[src/rtl/signal_sequencer.sv]
// signal_sequencer
// Self-timed two-road intersection controller with pedestrian service.
// A registered Moore FSM and an interval down-counter drive the north
// (main) and east (side) light heads plus a walk lamp.
//
// Ports:
//   clk    rising-edge clock
//   R      synchronous active-high reset
//   C      east car sensor (level)
//   P      pedestrian request (pulse or level), latched into pend
//   NR/NG/NY  north red/green/yellow
//   ER/EG/EY  east red/green/yellow
//   WALK   walk lamp
//   P_ACK  one-cycle pulse in the first cycle of the pedestrian phase
//   IC     interval complete (counter at zero)
module signal_sequencer #(
  parameter int LONG_T   = 8,
  parameter int SHORT_T  = 3,
  parameter int ALLRED_T = 1,
  parameter int WALK_T   = 4,
  parameter int MAX_EAST = 6,
  parameter int CW       = 4
) (
  input  logic clk,
  input  logic R,
  input  logic C,
  input  logic P,
  output logic NR,
  output logic NG,
  output logic NY,
  output logic ER,
  output logic EG,
  output logic EY,
  output logic WALK,
  output logic P_ACK,
  output logic IC
);

  typedef enum logic [2:0] {
    N_GRN = 3'd0,
    N_YEL = 3'd1,
    AR1   = 3'd2,
    E_GRN = 3'd3,
    E_YEL = 3'd4,
    AR2   = 3'd5,
    PED   = 3'd6
  } state_t;

  localparam logic [CW-1:0] CNT_ONE = CW'(1);

  state_t        state;
  state_t        next_state;
  logic [CW-1:0] cnt;
  logic          pend;
  logic          p_ack_q;
  logic          cnt_zero;
  logic          enter_ped;

  // Reload value for a state: its duration minus one, so a state exited on
  // expiry is occupied exactly its duration in cycles.
  function automatic logic [CW-1:0] reload(input state_t s);
    case (s)
      N_GRN:   reload = CW'(LONG_T - 1);
      N_YEL:   reload = CW'(SHORT_T - 1);
      AR1:     reload = CW'(ALLRED_T - 1);
      E_GRN:   reload = CW'(MAX_EAST - 1);
      E_YEL:   reload = CW'(SHORT_T - 1);
      AR2:     reload = CW'(ALLRED_T - 1);
      PED:     reload = CW'(WALK_T - 1);
      default: reload = CW'(LONG_T - 1);
    endcase
  endfunction

  assign cnt_zero  = (cnt == '0);
  assign enter_ped = (next_state == PED) && (state != PED);

  always_comb begin
    next_state = state;
    case (state)
      // North green dwells indefinitely until someone is waiting.
      N_GRN: if (cnt_zero && (C || pend)) next_state = N_YEL;
      N_YEL: if (cnt_zero) next_state = AR1;
      // Pedestrians are served before east when both are waiting, so a
      // single yellow/all-red clearance is shared.
      AR1: begin
        if (cnt_zero) begin
          if (pend)   next_state = PED;
          else if (C) next_state = E_GRN;
          else        next_state = N_GRN;
        end
      end
      PED: begin
        if (cnt_zero) next_state = C ? E_GRN : N_GRN;
      end
      // East green ends early as soon as the car sensor drops.
      E_GRN: if (!C || cnt_zero) next_state = E_YEL;
      E_YEL: if (cnt_zero) next_state = AR2;
      AR2: begin
        if (cnt_zero) next_state = pend ? PED : N_GRN;
      end
      default: next_state = N_GRN;
    endcase
  end

  // A state change always reloads the counter, so the zero-hold in the
  // decrement path only matters while N_GRN dwells.
  // pend is cleared on the edge entering PED, and a P seen on that same edge
  // is absorbed; a held P therefore re-latches one edge later, which yields
  // one pedestrian phase per full cycle.
  always_ff @(posedge clk) begin
    if (R) begin
      state   <= N_GRN;
      cnt     <= CW'(LONG_T - 1);
      pend    <= 1'b0;
      p_ack_q <= 1'b0;
    end else begin
      state <= next_state;
      if (next_state != state) begin
        cnt <= reload(next_state);
      end else if (!cnt_zero) begin
        cnt <= cnt - CNT_ONE;
      end
      if (enter_ped) begin
        pend <= 1'b0;
      end else if (P) begin
        pend <= 1'b1;
      end
      p_ack_q <= enter_ped;
    end
  end

  // Lamps decode only from the state register; unused encodings show
  // all-red until the next edge returns the FSM to N_GRN.
  always_comb begin
    NR   = 1'b0;
    NG   = 1'b0;
    NY   = 1'b0;
    ER   = 1'b0;
    EG   = 1'b0;
    EY   = 1'b0;
    WALK = 1'b0;
    case (state)
      N_GRN: begin NG = 1'b1; ER = 1'b1; end
      N_YEL: begin NY = 1'b1; ER = 1'b1; end
      AR1:   begin NR = 1'b1; ER = 1'b1; end
      E_GRN: begin NR = 1'b1; EG = 1'b1; end
      E_YEL: begin NR = 1'b1; EY = 1'b1; end
      AR2:   begin NR = 1'b1; ER = 1'b1; end
      PED:   begin NR = 1'b1; ER = 1'b1; WALK = 1'b1; end
      default: begin NR = 1'b1; ER = 1'b1; end
    endcase
  end

  assign P_ACK = p_ack_q;
  assign IC    = cnt_zero;

endmodule
[config.mk]
export PLATFORM = sky130hd
export DESIGN_NAME = signal_sequencer
export DESIGN_NICKNAME = d
export VERILOG_FILES = /design/src/rtl/signal_sequencer.sv
export SDC_FILE = /design/constraint.sdc
export NUM_CORES = 1
export LEC_CHECK = 0
export BUFFER_PORTS_ARGS = -buffer_cell sky130_fd_sc_hd__buf_4
export CAP_MARGIN = 10
export CORE_MARGIN = 2
export CORE_UTILIZATION = 47
export DETAILED_ROUTE_END_ITERATION = 10
export GPL_TIMING_DRIVEN = 0
export MAX_ROUTING_LAYER = met4
export PLACE_DENSITY = 0.72
export SLEW_MARGIN = 0
export SYNTH_ARGS = -nofsm -noshare
export SYNTH_HDL_FRONTEND = slang
export SYNTH_SLANG_ARGS = --single-unit
[constraint.sdc]
create_clock -name clk -period 1.9 [get_ports clk]
set_clock_uncertainty 0.1 [all_clocks]
set_input_delay 0.19 -clock clk [delete_from_list [all_inputs] [get_ports clk]]
set_output_delay 0.19 -clock clk [all_outputs]
set_load 0.01 [all_outputs]
==> metrics.md <==
| Metric | Value |
|---|---|
| N_diodes | 0 |
| R2R Setup Slk | -0.02 ns |
| Core outline area | 1350 um2 |
| Top post-synthesis cells by area | dfxtp_1, nor2_1, a21oi_1 |
| CP endpoint kind | register |
| Hold Path Cell Cnt | 2 |
| CTS tree | yes |
| H-Tree Depth | 1 |
| Post-synth EDFFs | 0 |
| DIE WIDTH | 42.7 um |
| Worst setup SP type | register |
| GR Util All Layers | 20.2% |
| Power Density | 468 nW/um2 |
| Rows | 13 |
| Number of fill cells | 132 |
| GPL Wtd Cong | 0.856 |
| Grt ovf | 0 |
| Sequential-to-total area share from yosys stat | 25.6% |
| Status | finished, violations left |
| # port buffers | 10 |
| Post-synth cell types | 41 |
| Placed cells | 118 |
| Initial DRT Pass Iterations | 4 |
| Area share of the largest cell type after synthesis | 25.6% |
| CTS sink cnt | 9 |
| Tightest Pin Transition | 0.376 ns |
| Die area | 1820 um2 |
| Vias | 739 |
| Total Wirelength | 1620 um |
| Nets | 119 |
| Failing checks | setup timing |
| Mean post-synth cell area | 7.57 um2 |
| Post-synthesis instance area | 704 um2 |
| Num CTS Buffers | 3 |
| Worst-Skew Late Latency | 0.27 ns |
| First-pass GRT wire length | 2680 um |
| Chip Height | 42.7 um |
| Reg clk slew, reported paths | 0.06 ns |
| Fin util | 66.9% |
| Layout area overhead | 28.2% |
| Hold Crit Class | in -> reg |
| Reg2Reg Depth | 8 |
| Final setup violating endpoints | 2 |
| Final std cells w/o fill | 128 |
| Yosys reg bits | 9 |
| Synthesized instance count | 93 |
| Drt drc | 0 |
| Wire per inst | 12.7 um |
| Vias per std cell | 5.77 |
| HPWL Detailed | 1140 um |
| Largest net degree at the start of global routing | 11 |
| Setup TNS Final | -0.0266 ns |
| Tcrit/Tclk final | 101% |
| Synth top cells by count | nor2_1, a21oi_1, dfxtp_1, nand2_1, inv_1 |
| Hold_sp | R |
| Max-slew violation total from the final report | 0 |
| R2r endpoint | cnt[0] |
| Initial detailed-routing violation count | 17 |
| Hold Fails Final Rpt | 0 |
| Pleak | 0.397 nW |
| Max Freq | 522 MHz |
| Hold endpoint | state[2] |
| WP data arrival | 1.97 ns |
| Ys async rst share | 0% |
| Hold Buf Count CTS | 0 |
| Yosys warnings | 0 |
| Antenna violations before repair | 0 |
| Tmin final | 1.92 ns |
| Worst vdd ir | 0.000339 V |
| Hold WS | 0.0487 ns |
| Worst Slack Setup Final | -0.0156 ns |
| Top_reg_cell synth | dfxtp_1 |
| Most common cell in the netlist | nor2_1 |
| Clock Path Buffers | 2 |
| Initial Util | 52.2% |
| CP Max Fanout | 6 |
| Max_slew headroom | 74.8% |
| Most area-hungry cell type in the Yosys netlist | dfxtp_1 |
| Share of layout cells above drive strength 1 | 40.7% |
| Vias in the first global route | 607 |
| Critical setup path kind | reg -> reg |
| RSZ-0062 raised after global routing | true |
| Post-DRT Antenna Nets | 0 |
| Max Cap Viol | 0 |
| Root Buffer | clkbuf_4 |
| R2r startpoint | cnt[0] |
| Syn Nets | 98 |
| Io pins | 13 |
| WP data required | 1.96 ns |
## state kept, by name (all words and copies together), names as in the netlist
register  count
P_ACK         1
cnt           4
pend          1
state         3
## worst max-delay path: stages (launching register included)
cell	delay (ns)
dfxtp_2	0.32
inv_2	0.07
ha_4	0.13
or3b_4	0.42
buf_8	0.16
buf_4	0.15
nand2_1	0.06
o221ai_1	0.11
a211o_1	0.28
## metal layers
layer | wire length (um) | track usage, %
met2 | 785 | 30.0
met1 | 725 | 24.5
met3 | 92 | 8.51
met5 | 0 | -
met4 | 19 | 6.88
## layout by cell type (no fill, tap or decap), types with 2 or more instances in the layout
cell | synthesis | final
a21oi_2 | 1 | 2
a21oi_1 | 9 | 8
inv_1 | 6 | 4
o21ai_1 | 3 | 2
buf_4 | 2 | 18
clkbuf_4 | 0 | 3
nor3_1 | 3 | 3
dfxtp_2 | 0 | 2
nand2_1 | 7 | 7
inv_2 | 0 | 2
nor2_1 | 16 | 15
o21ai_2 | 1 | 2
clkbuf_2 | 2 | 2
nor2_4 | 1 | 2
dfxtp_1 | 9 | 7
o21ai_0 | 3 | 3
buf_6 | 3 | 2
## worst max-delay path by stage
stage / startpoint / depth (start not counted) / end / slack [ns]
after CTS: cnt[0] / 9 / cnt[1] / -0.02
after global placement: cnt[1] / 8 / cnt[0] / -0.08
after detailed placement: cnt[1] / 8 / cnt[0] / -0.1
after floorplan: cnt[1] / 8 / cnt[0] / 0.02
after global routing: cnt[0] / 9 / cnt[1] / -0.13
final: cnt[0] / 8 / cnt[0] / -0.02
## cell type report
cell class	count	area, um2	area share, %
plain buffers	7	62.6	6.93
clock buffers	4	26.3	2.91
inverters	7	31.3	3.46
multi-input cells	70	462	51.1
flip-flops and latches	9	183	20.2
well taps	15	18.8	2.08
repair buffers	16	120	13.3
## report_power, final
group	total (mW)	leakage (nW)	switching, mW	internal, mW
registers	0.206	0.0731	0.00797	0.198
clock network	0.149	0.0150	0.0684	0.0811
logic	0.0669	0.309	0.0314	0.0355
total	0.422	0.397	0.108	0.315
## through the flow
step                setup WS (ns)  instance area [um2]  power [mW]
finish                    -0.0156                  903       0.422
global route               -0.128                  903       0.449
CTS                       -0.0243                  903       0.429
detailed placement        -0.0990                  811       0.267
global placement          -0.0849                  811       0.266
floorplan                  0.0200                  717       0.254
## cell families after synthesis
kind of cell / count (synthesis) / share of synthesized area (%)
simple gates: 39 / 28.6
fa+ha+maj: 1 / 1.78
compound gates: 27 / 27.0
mux: 2 / 3.02
buf+inv: 14 / 12.8
xor+xnor: 1 / 1.24
flops: 9 / 25.6
## timing repair
action                                  in CTS  in global routing
pin swaps                                    7                  1
endpoints found under the setup margin       2                  3
setup buffers                                6                  0
resized for setup                            7                  0
No activity file was read; power rests on OpenSTA's default activity.
